File: src/rtl/mdu_pkg.sv
// Shared constants for the iterative multiply/divide unit: op codes, FSM states and
// the iteration count.
package mdu_pkg;

    localparam int unsigned MD_ITER = 32;

    localparam logic [1:0] OpMult  = 2'b00;
    localparam logic [1:0] OpMultu = 2'b01;
    localparam logic [1:0] OpDiv   = 2'b10;
    localparam logic [1:0] OpDivu  = 2'b11;

    localparam logic [1:0] StIdle = 2'd0;
    localparam logic [1:0] StCalc = 2'd1;
    localparam logic [1:0] StFix  = 2'd2;

    function automatic logic [31:0] negate_if(input logic [31:0] val, input logic neg);
        return neg ? (~val + 32'd1) : val;
    endfunction

endpackage

File: src/rtl/muldiv_core.sv
// Iterative magnitude datapath: radix-2 shift-add multiply or restoring divide, one bit
// per cycle, with the iteration counter.
module muldiv_core
    import mdu_pkg::*;
(
    input  logic        clk,
    input  logic        rst_n,
    input  logic        load,
    input  logic        run,
    input  logic        is_div,
    input  logic [31:0] a_mag,
    input  logic [31:0] b_mag,
    output logic [63:0] result,
    output logic        last
);

    logic [63:0] acc_q, acc_d;
    logic [31:0] opnd_q;
    logic        div_q;
    logic [5:0]  cnt_q;
    logic [32:0] add_sum;
    logic [32:0] sub_diff;

    // Multiply: acc = {partial hi, multiplier}; divide: acc = {remainder, dividend/quotient}.
    always_comb begin
        add_sum  = {1'b0, acc_q[63:32]} + (acc_q[0] ? {1'b0, opnd_q} : 33'd0);
        sub_diff = acc_q[63:31] - {1'b0, opnd_q};
        if (div_q) begin
            acc_d = sub_diff[32] ? {acc_q[62:0], 1'b0}
                                 : {sub_diff[31:0], acc_q[30:0], 1'b1};
        end else begin
            acc_d = {add_sum, acc_q[31:1]};
        end
    end

    always_ff @(posedge clk or negedge rst_n) begin
        if (!rst_n) begin
            acc_q  <= 64'd0;
            opnd_q <= 32'd0;
            div_q  <= 1'b0;
            cnt_q  <= 6'd0;
        end else if (load) begin
            acc_q  <= {32'd0, is_div ? a_mag : b_mag};
            opnd_q <= is_div ? b_mag : a_mag;
            div_q  <= is_div;
            cnt_q  <= 6'd0;
        end else if (run) begin
            acc_q  <= acc_d;
            cnt_q  <= cnt_q + 6'd1;
        end
    end

    assign result = acc_q;
    assign last   = (cnt_q == 6'(MD_ITER - 1));

endmodule

File: src/rtl/muldiv_unit.sv
// Multiply/divide unit with HI/LO: FSM, operand sign handling, result fix-up, MTHI/MTLO
// writes and pipeline flush.
module muldiv_unit
    import mdu_pkg::*;
(
    input  logic        clk,
    input  logic        rst_n,
    input  logic        start,
    input  logic [1:0]  op,
    input  logic [31:0] in1,
    input  logic [31:0] in2,
    input  logic        flush,
    input  logic        hilo_we,
    input  logic        hilo_sel,
    input  logic [31:0] hilo_wdata,
    output logic        busy,
    output logic        done,
    output logic [31:0] hi,
    output logic [31:0] lo
);

    logic [1:0]  state_q, state_d;
    logic        neg_a_q, neg_b_q, div_q, dbz_q;
    logic [31:0] hi_q, lo_q;
    logic        done_q;
    logic        core_load, core_run, core_last;
    logic [63:0] core_result;
    logic        op_signed, accept;
    logic [31:0] a_mag, b_mag;
    logic        neg_res;
    logic [63:0] prod;
    logic [31:0] quo, rem, fix_hi, fix_lo;

    assign op_signed = ~op[0];
    assign accept    = (state_q == StIdle) && !flush;
    assign a_mag     = negate_if(in1, op_signed & in1[31]);
    assign b_mag     = negate_if(in2, op_signed & in2[31]);

    always_comb begin
        state_d   = state_q;
        core_load = 1'b0;
        core_run  = 1'b0;
        unique case (state_q)
            StIdle: begin
                if (start && !flush) begin
                    state_d   = StCalc;
                    core_load = 1'b1;
                end
            end
            StCalc: begin
                core_run = 1'b1;
                if (flush)          state_d = StIdle;
                else if (core_last) state_d = StFix;
            end
            StFix:   state_d = StIdle;
            default: state_d = StIdle;
        endcase
    end

    // Divide by zero yields an all-ones quotient and remainder = |in1| from the core,
    // so only LO needs overriding to skip the sign correction.
    always_comb begin
        neg_res = neg_a_q ^ neg_b_q;
        prod    = neg_res ? (~core_result + 64'd1) : core_result;
        quo     = dbz_q ? 32'hFFFF_FFFF : negate_if(core_result[31:0], neg_res);
        rem     = negate_if(core_result[63:32], neg_a_q);
        fix_hi  = div_q ? rem : prod[63:32];
        fix_lo  = div_q ? quo : prod[31:0];
    end

    always_ff @(posedge clk or negedge rst_n) begin
        if (!rst_n) begin
            state_q <= StIdle;
            neg_a_q <= 1'b0;
            neg_b_q <= 1'b0;
            div_q   <= 1'b0;
            dbz_q   <= 1'b0;
            hi_q    <= 32'd0;
            lo_q    <= 32'd0;
            done_q  <= 1'b0;
        end else begin
            state_q <= state_d;
            done_q  <= (state_q == StFix) && !flush;
            if (accept && start) begin
                neg_a_q <= op_signed & in1[31];
                neg_b_q <= op_signed & in2[31];
                div_q   <= op[1];
                dbz_q   <= (in2 == 32'd0);
            end
            if ((state_q == StFix) && !flush) begin
                hi_q <= fix_hi;
                lo_q <= fix_lo;
            end else if (accept && hilo_we) begin
                if (hilo_sel) hi_q <= hilo_wdata;
                else          lo_q <= hilo_wdata;
            end
        end
    end

    muldiv_core u_core (
        .clk    (clk),
        .rst_n  (rst_n),
        .load   (core_load),
        .run    (core_run),
        .is_div (op[1]),
        .a_mag  (a_mag),
        .b_mag  (b_mag),
        .result (core_result),
        .last   (core_last)
    );

    assign busy = (state_q != StIdle);
    assign done = done_q;
    assign hi   = hi_q;
    assign lo   = lo_q;

endmodule
File: config.mk
export PLATFORM = sky130hd
export DESIGN_NAME = muldiv_unit
export DESIGN_NICKNAME = d
export VERILOG_FILES = /design/src/rtl/mdu_pkg.sv /design/src/rtl/muldiv_core.sv /design/src/rtl/muldiv_unit.sv
export SDC_FILE = /design/constraint.sdc
export NUM_CORES = 1
export LEC_CHECK = 0
export CORE_MARGIN = 3
export CORE_UTILIZATION = 60
export DETAILED_ROUTE_END_ITERATION = 7
export PLACE_DENSITY = 0.95
export SETUP_SLACK_MARGIN = 0.5
export SYNTH_ARGS = -nofsm -noshare
export SYNTH_HDL_FRONTEND = slang
export SYNTH_SLANG_ARGS = --single-unit
File: constraint.sdc
create_clock -name clk -period 6 [get_ports clk]
set_input_delay 1.5 -clock clk [delete_from_list [all_inputs] [get_ports clk]]
set_output_delay 1.5 -clock clk [all_outputs]
set_load 0.02 [all_outputs]
# Word-level counts from Yosys, hierarchy flattened
# Index checks and enable logic that the tools add are counted.
# word_totals
register_bits	174
wordCells	80
in_bits	104
out_inout_bits	66
# op_classes
n_addsub	8
bitwise	9
eq_ne	6
reduce_logical	15
n_mux	30
# ops
op	n
$mux 32	16
$mux 64	5
$add 32x1->32 const B	4
$not 32->32	4
$add 64x1->64 const B	1
$not 64->64	1
$add 32x33->33	1
$sub 33x32->33	1
$logic_not 32->1	1
$mux 6	2
$reduce_bool 2->1	4
$add 6x1->6 const B	1
$eq 6x5->1 const B	1
$mux 2	3
$reduce_and 2->1	3
$logic_and 1x1->1	5
$ne 2x1->1 const B	2
$pmux 2 s2	1
$mux 1	3
$ne 3x3->1 const B	1
$and 1x1->1	2
$eq 2x1->1 const B	1
$eq 2x2->1 const B	1
$logic_not 2->1	1
3 further kinds	3

# Longest topological paths before layout
# Gate-level depths: netlist of the first run.
# logic_depth
depth_word	6
mapped_depth	14

# Hierarchy
# From an unflattened synthesis of the first run, not the netlist that was laid out.
# unflattened
hier_cells	1919
area_unflattened_um2	15413.5
# modules_own_cells
module	instances	cells_each	seq_area_each_um2	area_each_um2
muldiv_core	1	1133	2577.5	9341.5
muldiv_unit	1	786	1776.7	6072.1

# Worst setup path before layout of the first run
# No wires, ideal clock.
# synth_timing
path_type	input to register
startpoint	in in1[1]
endpoint	reg u_core.opnd_q[30]
t_required_ns	5.879
setup_time_ns	0.121
n_path_buf	0
arrival_ns	3.842
path_slack_ns	2.038
stages	11
path_cell_list	inv_1 ha_1 or3b_2 or4_4 or3_4 nor3_4 nand3b_2 o21ai_1 xor2_1 a21oi_1 a22o_1
# synth_via
elab_chain_cells	4
# synth_lines
element	line	source
from (decl)	muldiv_unit.sv:10	input logic [31:0] in1,
$not 32->32	mdu_pkg.sv:17	return neg ? (~val + 32'd1) : val;
$add 32x1->32	mdu_pkg.sv:17	
$mux 32	mdu_pkg.sv:17	
$mux 32	muldiv_core.sv:44	opnd_q <= is_div ? b_mag : a_mag;
to (signal assigned)	muldiv_core.sv:44	
to (decl)	muldiv_core.sv:18	logic [31:0] opnd_q;
# Every way passes these cells.
# A chain may end at the register's enable or synchronous reset.

# Worst setup path in the final report of the first run
# layout_timing
startpoint	reg u_core.acc_q[0] (netlist: u_core.result[0])
endpoint	reg u_core.acc_q[59] (netlist: u_core.result[59])
# layout_via
elab_chain_cells	5
# layout_lines
element	line	source
from (decl)	muldiv_core.sv:17	logic [63:0] acc_q, acc_d;
from (signal assigned)	muldiv_core.sv:43	acc_q <= {32'd0, is_div ? a_mag : b_mag};
$mux 32	muldiv_core.sv:26	add_sum = {1'b0, acc_q[63:32]} + (acc_q[0] ? {1'b0, opnd_q} : 33'd0);
$add 32x33->33	muldiv_core.sv:26	
$mux 64	muldiv_core.sv:28	if (div_q) begin
$mux 64	muldiv_core.sv:47	end else if (run) begin
$mux 64	muldiv_core.sv:42	end else if (load) begin
# Every way passes these cells. The select of a mux whose other input is x is not followed.

==> flow_summary_export.csv, run 1 <==
group,metric,value,unit
status,status,"complete, no violations",
power,leakage,7.513,nW
logic_synthesis,netlist_instances,1865,
hold_path,min_path_type,"register to register",
timing,maxSlewHeadroom,0.2002,
timing,hold_viol_final,0,
run,max_cap_viol_count,0,
hold_path,hold_end,"state_q[1]$_DFFE_PN0P_",
finish,layoutNonFillerInstCount,2301,
floorplan,num_rows,57,
timing,rsz0062_at_grt,"no",
cts,post_cts_resized,0,
logic_synthesis,synthFlopType,"dfrtp_1",
cts,cts.sinks,174,
timing,fin_crit,4.880,ns
logic_synthesis,ys_warn_count,0,
finish,fill_cells,1807,
logic_synthesis,synth_edf_count,0,
drt,first_pass_iters,6,
floorplan,dieArea,26730,um^2
worst_setup_path,r2r_end,"u_core.result[59]$_DFFE_PN0P_",
drt,remaining_drc_errors,0,
cts,holdBufCountCts,0,
drt,drtIter0Drc,2263,
logic_synthesis,seq_area_frac_synth,0.2925,
placed_design,hpwl,38300,um
hold_path,min_from,"u_core.cnt_q[5]$_DFFE_PN0P_",
drt,wl_per_cell,22.22,um
global_route,grt_antenna_before_repair,1,
logic_synthesis,synthArstFlopShare,1.000,
cts,cts_setup_buffers,0,
worst_setup_path,arrival,5.19,ns
floorplan,pin_count,170,
timing,setup_violations,0,
worst_setup_path,r2r-start,"u_core.result[0]$_DFFE_PN0P_",
cts,cts_made_buffers,17,
worst_setup_path,cp-start-kind,"register",
timing,fin_worst_skew,0.01576,ns
worst_setup_path,cp.required,6.31,ns
timing,setup_total_negative_slack,0,ns
global_route,grt_pass1_wl,78380,um
finish,synthToLayoutAreaGrowth,16.90,%
global_route,grt_start_max_net_pins,107,
worst_setup_path,endpoint_kind,"register",
placed_design,dp.cells,2269,
logic_synthesis,ys_seq_elements,174,
cts,htreeDepth,4,
power,vdd_drop_max,0.0003312,V
logic_synthesis,yosysUniqueCellTypes,76,
drt,ant_nets,0,
power,total_power,7.988,mW
cts,clk_pin_slew,0.08,ns
logic_synthesis,yosys.area.top_type,"dfrtp_1",
global_route,grt_overflow,0,
cts,cts_tree,"done",
placed_design,io_buffers,169,
finish,layout_common_cells,"240 x nand2_1, 179 x o21ai_0, 173 x dfrtp_1",
cts,root_buffer,"clkbuf_16",
timing,slew_violations,0,
finish,final_common_cell,"nand2_1",
worst_setup_path,r2r_slack,1.12,ns
logic_synthesis,synth.area.top_cells,"dfrtp_1 29%, nand2_1 6.1%, o21ai_0 6.0%, ha_1 5.8%, mux2i_1 5.6%",
timing,fin_crit_sh,0.8133,
worst_setup_path,startpoint,"u_core.result[0]$_DFFE_PN0P_",
worst_setup_path,critPathKind,"register to register",
logic_synthesis,synth_area_per_cell,7.981,um^2
finish,num_antenna_cells,0,
floorplan,start_util,0.6120,
hold_path,hold_path_depth,1,
drt,vias_per_cell,6.777,
finish,drive_above_1_share,0.05260,
logic_synthesis,netlist.area_leader.share,0.2925,
timing,tightest_slew,1.194,ns
logic_synthesis,synth_area,14880,um^2
timing,timing.fmax,204.9,MHz
global_route,grt.total_usage,0.3723,
worst_setup_path,worstPathMaxFanout,22,
finish,final_nets,2139,
placed_design,gp_congestion,1.010,
drt,routed_wl,51130,um
drt,vias,15590,
logic_synthesis,synthesis.nets,2040,
floorplan,die_w,163.5,um
floorplan,die_height,163.5,um
cts,ctsLongestPathBuffers,2,
global_route,grt_pass1_vias,14280,
worst_setup_path,reg2reg_depth,12,
power,p_per_area,459.1,nW/um^2
floorplan,coreArea,24320,um^2
cts,insertion_delay,0.46,ns
## Yosys cell counts (5+ instances only)
cell      count
mux2i_1      83
nand2_1     241
a211oi_1     18
or3_1        10
dfrtp_1     174
or4_1         9
o31ai_1      20
nand4_1      12
a21o_1       26
nor4_1       16
ha_1         69
clkbuf_1     91
a32oi_1      27
o21ai_0     179
a221o_1       6
nor3_1       36
xor2_1       93
mux2_2        6
nand2b_1     25
and3_1       15
a22oi_1      19
xnor2_1      81
o21bai_1      7
o211ai_1     42
nor2_1      157
inv_1        57
or2_2         9
a31oi_1      38
nand3_1      24
and2_1        8
nor2b_1      13
buf_1        16
o41ai_1      13
o21a_1       11
o221ai_1      9
a21oi_1     125
or4_4         5
## sequential cells by signal, summed over array words and instances (netlist names), 2 cells and up
| name | flops |
|---|---|
| state_q | 2 |
| u_core.result | 64 |
| hi | 32 |
| lo | 32 |
| u_core.opnd_q | 32 |
| u_core.cnt_q | 6 |
## worst max path at each step
stage	slack, ns	to	cells after the start
5_1_grt	1.01	u_core.result[59]$_DFFE_PN0P_	12
3_3_place_gp	1.30	u_core.result[25]$_DFFE_PN0P_	10
4_1_cts	1.36	u_core.result[59]$_DFFE_PN0P_	12
2_1_floorplan	2.04	u_core.opnd_q[30]$_DFFE_PN0P_	11
6_report	1.12	u_core.result[59]$_DFFE_PN0P_	12
3_5_place_dp	1.20	u_core.result[25]$_DFFE_PN0P_	10
## through the flow
stage	utilization	cell area (um^2)	hold WS (ns)	setup slack, ns
floorplan	-	14880	0.4409	2.038
global placement	0.6890	16760	0.4655	1.297
detailed placement	0.6890	16760	0.4727	1.198
CTS	0.7155	17400	0.4899	1.359
global route	0.7155	17400	0.5157	1.011
finish	0.7155	17400	0.4862	1.120
## layer usage
metal | track usage | vias up | wire (um)
met4 | 0.2068 | 2 | 3426
met5 | 0 | - | 20
met2 | 0.5627 | 1063 | 21780
met1 | 0.4912 | 7354 | 19770
li1 | - | 6985 | -
met3 | 0.08902 | 189 | 6133
## where the power goes
part	internal [mW]	switching (mW)
Sequential	1.51	0.650
Combinational	1.89	2.72
Clock	0.586	0.622
Total	3.99	4.00
## critical path: stages, from the launching register on
cell and delay (ns):
dfrtp_1 0.49, inv_1 0.60, nor2_1 0.13, ha_1 0.37
o211ai_1 0.26, a21oi_1 0.14, o41ai_1 0.51, a41oi_1 0.43
a2111oi_0 0.82, nor2_1 0.26, a31oi_1 0.39, xor2_1 0.20
o221ai_1 0.16
## layout make-up
| type | count | area (um^2) | area share |
|---|---|---|---|
| Multi-Input combinational cell | 1522 | 9926 | 0.5704 |
| Sequential cell | 174 | 4355 | 0.2503 |
| Timing Repair Buffer | 191 | 1853 | 0.1065 |
| Clock buffer | 17 | 425.4 | 0.02445 |
| Tap cell | 324 | 405.4 | 0.02330 |
| Clock inverter | 15 | 217.7 | 0.01251 |
| Inverter | 58 | 217.7 | 0.01251 |
## cells by family after synthesis
logic type	after synthesis	share of synthesized area
XOR/XNOR	174	0.1024
AND/OR/NAND/NOR	601	0.1885
flip-flops	174	0.2925
multiplexers	89	0.06036
adder cells (fa/ha/maj)	71	0.06069
buffers and inverters	169	0.04296
AO/OA/AOI/OAI	587	0.2526
(Power assumes the default switching activity.)
==> inputs of run 2 (changes only) <==
--- a/config.mk
+++ b/config.mk
@@ -6,9 +6,9 @@
 export NUM_CORES = 1
 export LEC_CHECK = 0
 export CORE_MARGIN = 3
-export CORE_UTILIZATION = 60
+export CORE_UTILIZATION = 53
 export DETAILED_ROUTE_END_ITERATION = 7
-export PLACE_DENSITY = 0.95
+export PLACE_DENSITY = 0.9
 export SETUP_SLACK_MARGIN = 0.5
 export SYNTH_ARGS = -nofsm -noshare
 export SYNTH_HDL_FRONTEND = slang
==> constraint.sdc (replaced) <==
create_clock -name clk -period 4.1 [get_ports clk]
set_input_delay 1.025 -clock clk [delete_from_list [all_inputs] [get_ports clk]]
set_output_delay 1.025 -clock clk [all_outputs]
set_load 0.02 [all_outputs]
==> flow_summary_export.csv, run 2 (synthesis results as in run 1) <==
group,metric,value,unit
status,status,"complete, no violations",
placed_design,hpwl,41440,um
finish,largest_register_ffs,64,
timing,fin_crit,3.497,ns
global_route,grt_pass1_wl,84100,um
placed_design,io_buffers,169,
power,power.switching,6.033,mW
finish,synthToLayoutAreaGrowth,22.54,%
power,switching_share,0.4940,
timing,fin_worst_skew,0.02112,ns
drt,first_pass_iters,6,
floorplan,die_w,173.6,um
global_route,grt_start_max_net_pins,72,
power,pwr-share-seq,0.239,
timing,fin_crit_sh,0.8530,
cts,cts.sinks,174,
cts,root_buffer,"clkbuf_16",
timing,hold_viol_final,0,
timing,timing.fmax,285.9,MHz
drt,remaining_drc_errors,0,
power,p_per_area,669.7,nW/um^2
floorplan,pin_count,170,
global_route,grt.total_usage,0.3499,
finish,layoutNonFillerInstCount,2425,
worst_setup_path,worstPathCellList,"and2_1 > ha_1 > inv_1 > fa_1 > nand2b_1 > a21oi_2 > o41ai_2 > buf_4 > a41oi_4 > a2111oi_2 > buf_4 > nor3_2 > nor3_1 > o31ai_1 > a211o_1",
power,leakage,7.977,nW
drt,routed_wl,54440,um
power,clkPwrFrac,0.147,
placed_design,dp.cells,2385,
power,intPower,6.180,mW
worst_setup_path,worstPathMaxFanout,4,
floorplan,coreArea,27250,um^2
run,max_cap_viol_count,0,
drt,ant_nets,0,
global_route,grt_antenna_before_repair,0,
worst_setup_path,critPathKind,"register to register",
power,vdd_drop_max,0.0004328,V
cts,holdBufCountCts,0,
power,p_comb_frac,0.614,
cts,ctsLongestPathBuffers,2,
worst_setup_path,cp.required,4.43,ns
timing,maxSlewHeadroom,0.4367,
drt,wl_per_cell,22.45,um
cts,clk_pin_slew,0.08,ns
global_route,grt_pass1_vias,14930,
timing,rsz0062_at_grt,"yes",
finish,drive_above_1_share,0.09844,
timing,slew_violations,0,
floorplan,die_height,173.6,um
cts,htreeDepth,4,
worst_setup_path,slowest_delay,0.47,ns
timing,whs,0.4907,ns
finish,final_nets,2214,
timing,setup_violations,0,
floorplan,dieArea,30130,um^2
drt,drtIter0Drc,1878,
worst_setup_path,path_common_cell,"buf_4",
cts,cts_made_buffers,17,
floorplan,start_util,0.5462,
cts,cts_tree,"done",
drt,vias,15580,
drt,vias_per_cell,6.426,
timing,setup_total_negative_slack,0,ns
finish,layout_common_cells,"240 x nand2_1, 176 x o21ai_0, 173 x dfrtp_1",
timing,tightest_slew,0.8429,ns
worst_setup_path,arrival,3.83,ns
global_route,grt_overflow,0,
worst_setup_path,cp_slowest_cell,"a2111oi_2",
floorplan,num_rows,60,
worst_setup_path,cp-start-kind,"register",
hold_path,min_path_type,"register to register",
worst_setup_path,endpoint_kind,"register",
finish,final_common_cell,"nand2_1",
cts,insertion_delay,0.46,ns
placed_design,gp_congestion,1.026,
[run 2: area by class of cell]
class                           instances  area, um^2
Timing Repair Buffer                  266        2467
Sequential cell                       174        4355
Clock buffer                           17       425.4
Clock inverter                         15       215.2
Tap cell                              372       465.4
Fill cell                            2274        9012
Inverter                               58       217.7
Antenna cell                            1       2.502
Multi-Input combinational cell       1522       10090
[run 2: repair_timing]
| item | in CTS | in global routing |
|---|---|---|
| pin swaps | 10 | 3 |
| setup endpoints to repair | 17 | 40 |
| setup buffers | 5 | 2 |
| gates resized for setup | 25 | 24 |
[run 2: metrics by stage]
step	setup slack (ns)	power, mW	utilization	cell area, um^2
finish	0.6027	12.21	0.6693	18240
global route	0.4667	12.96	0.6692	18240
CTS	0.4742	11.93	0.6644	18100
detailed placement	-0.03436	10.10	0.6379	17380
global placement	0.009104	9.956	0.6379	17380
floorplan	0.6095	7.598	-	14880
[run 2: critical path: cells and delay by family, from the launching register on]
family          cells  cell delay (ns)
flops               1             0.44
compound gates      6             1.42
buf+inv             3             0.48
simple gates        4             0.61
fa+ha+maj           2             0.44
[run 2: power groups by stage]
stage | Clock, mW | Sequential [mW] | Combinational, mW
floorplan | 0 | 2.89 | 4.71
global placement | 0 | 2.87 | 7.08
detailed placement | 0 | 2.90 | 7.20
CTS | 1.79 | 2.87 | 7.26
global route | 1.86 | 2.97 | 8.12
finish | 1.79 | 2.92 | 7.50
[run 2: metal layers]
metal	wire length (um)	global-route usage	up-vias
met5	0	0	-
met4	3303	0.1870	0
met3	5031	0.06789	146
met2	24350	0.5501	845
met1	21760	0.4566	7474
li1	-	-	7118
[run 2: path summary, 6_finish.rpt]
kind | to | depth (start not counted) | startpoint | slack [ns]
setup / recovery | u_core.result[61]$_DFFE_PN0P_ | 15 | u_core.result[0]$_DFFE_PN0P_ | 0.60
hold / removal | u_core.opnd_q[8]$_DFFE_PN0P_ | 2 | u_core.opnd_q[8]$_DFFE_PN0P_ | 0.49
setup reg to reg | u_core.result[61]$_DFFE_PN0P_ | 15 | u_core.result[0]$_DFFE_PN0P_ | 0.60
hold reg to reg | u_core.opnd_q[8]$_DFFE_PN0P_ | 2 | u_core.opnd_q[8]$_DFFE_PN0P_ | 0.49
max in group asynchronous | lo[27]$_DFFE_PN0P_ | 3 | rst_n | 2.48
min in group asynchronous | u_core.result[46]$_DFFE_PN0P_ | 1 | rst_n | 0.60
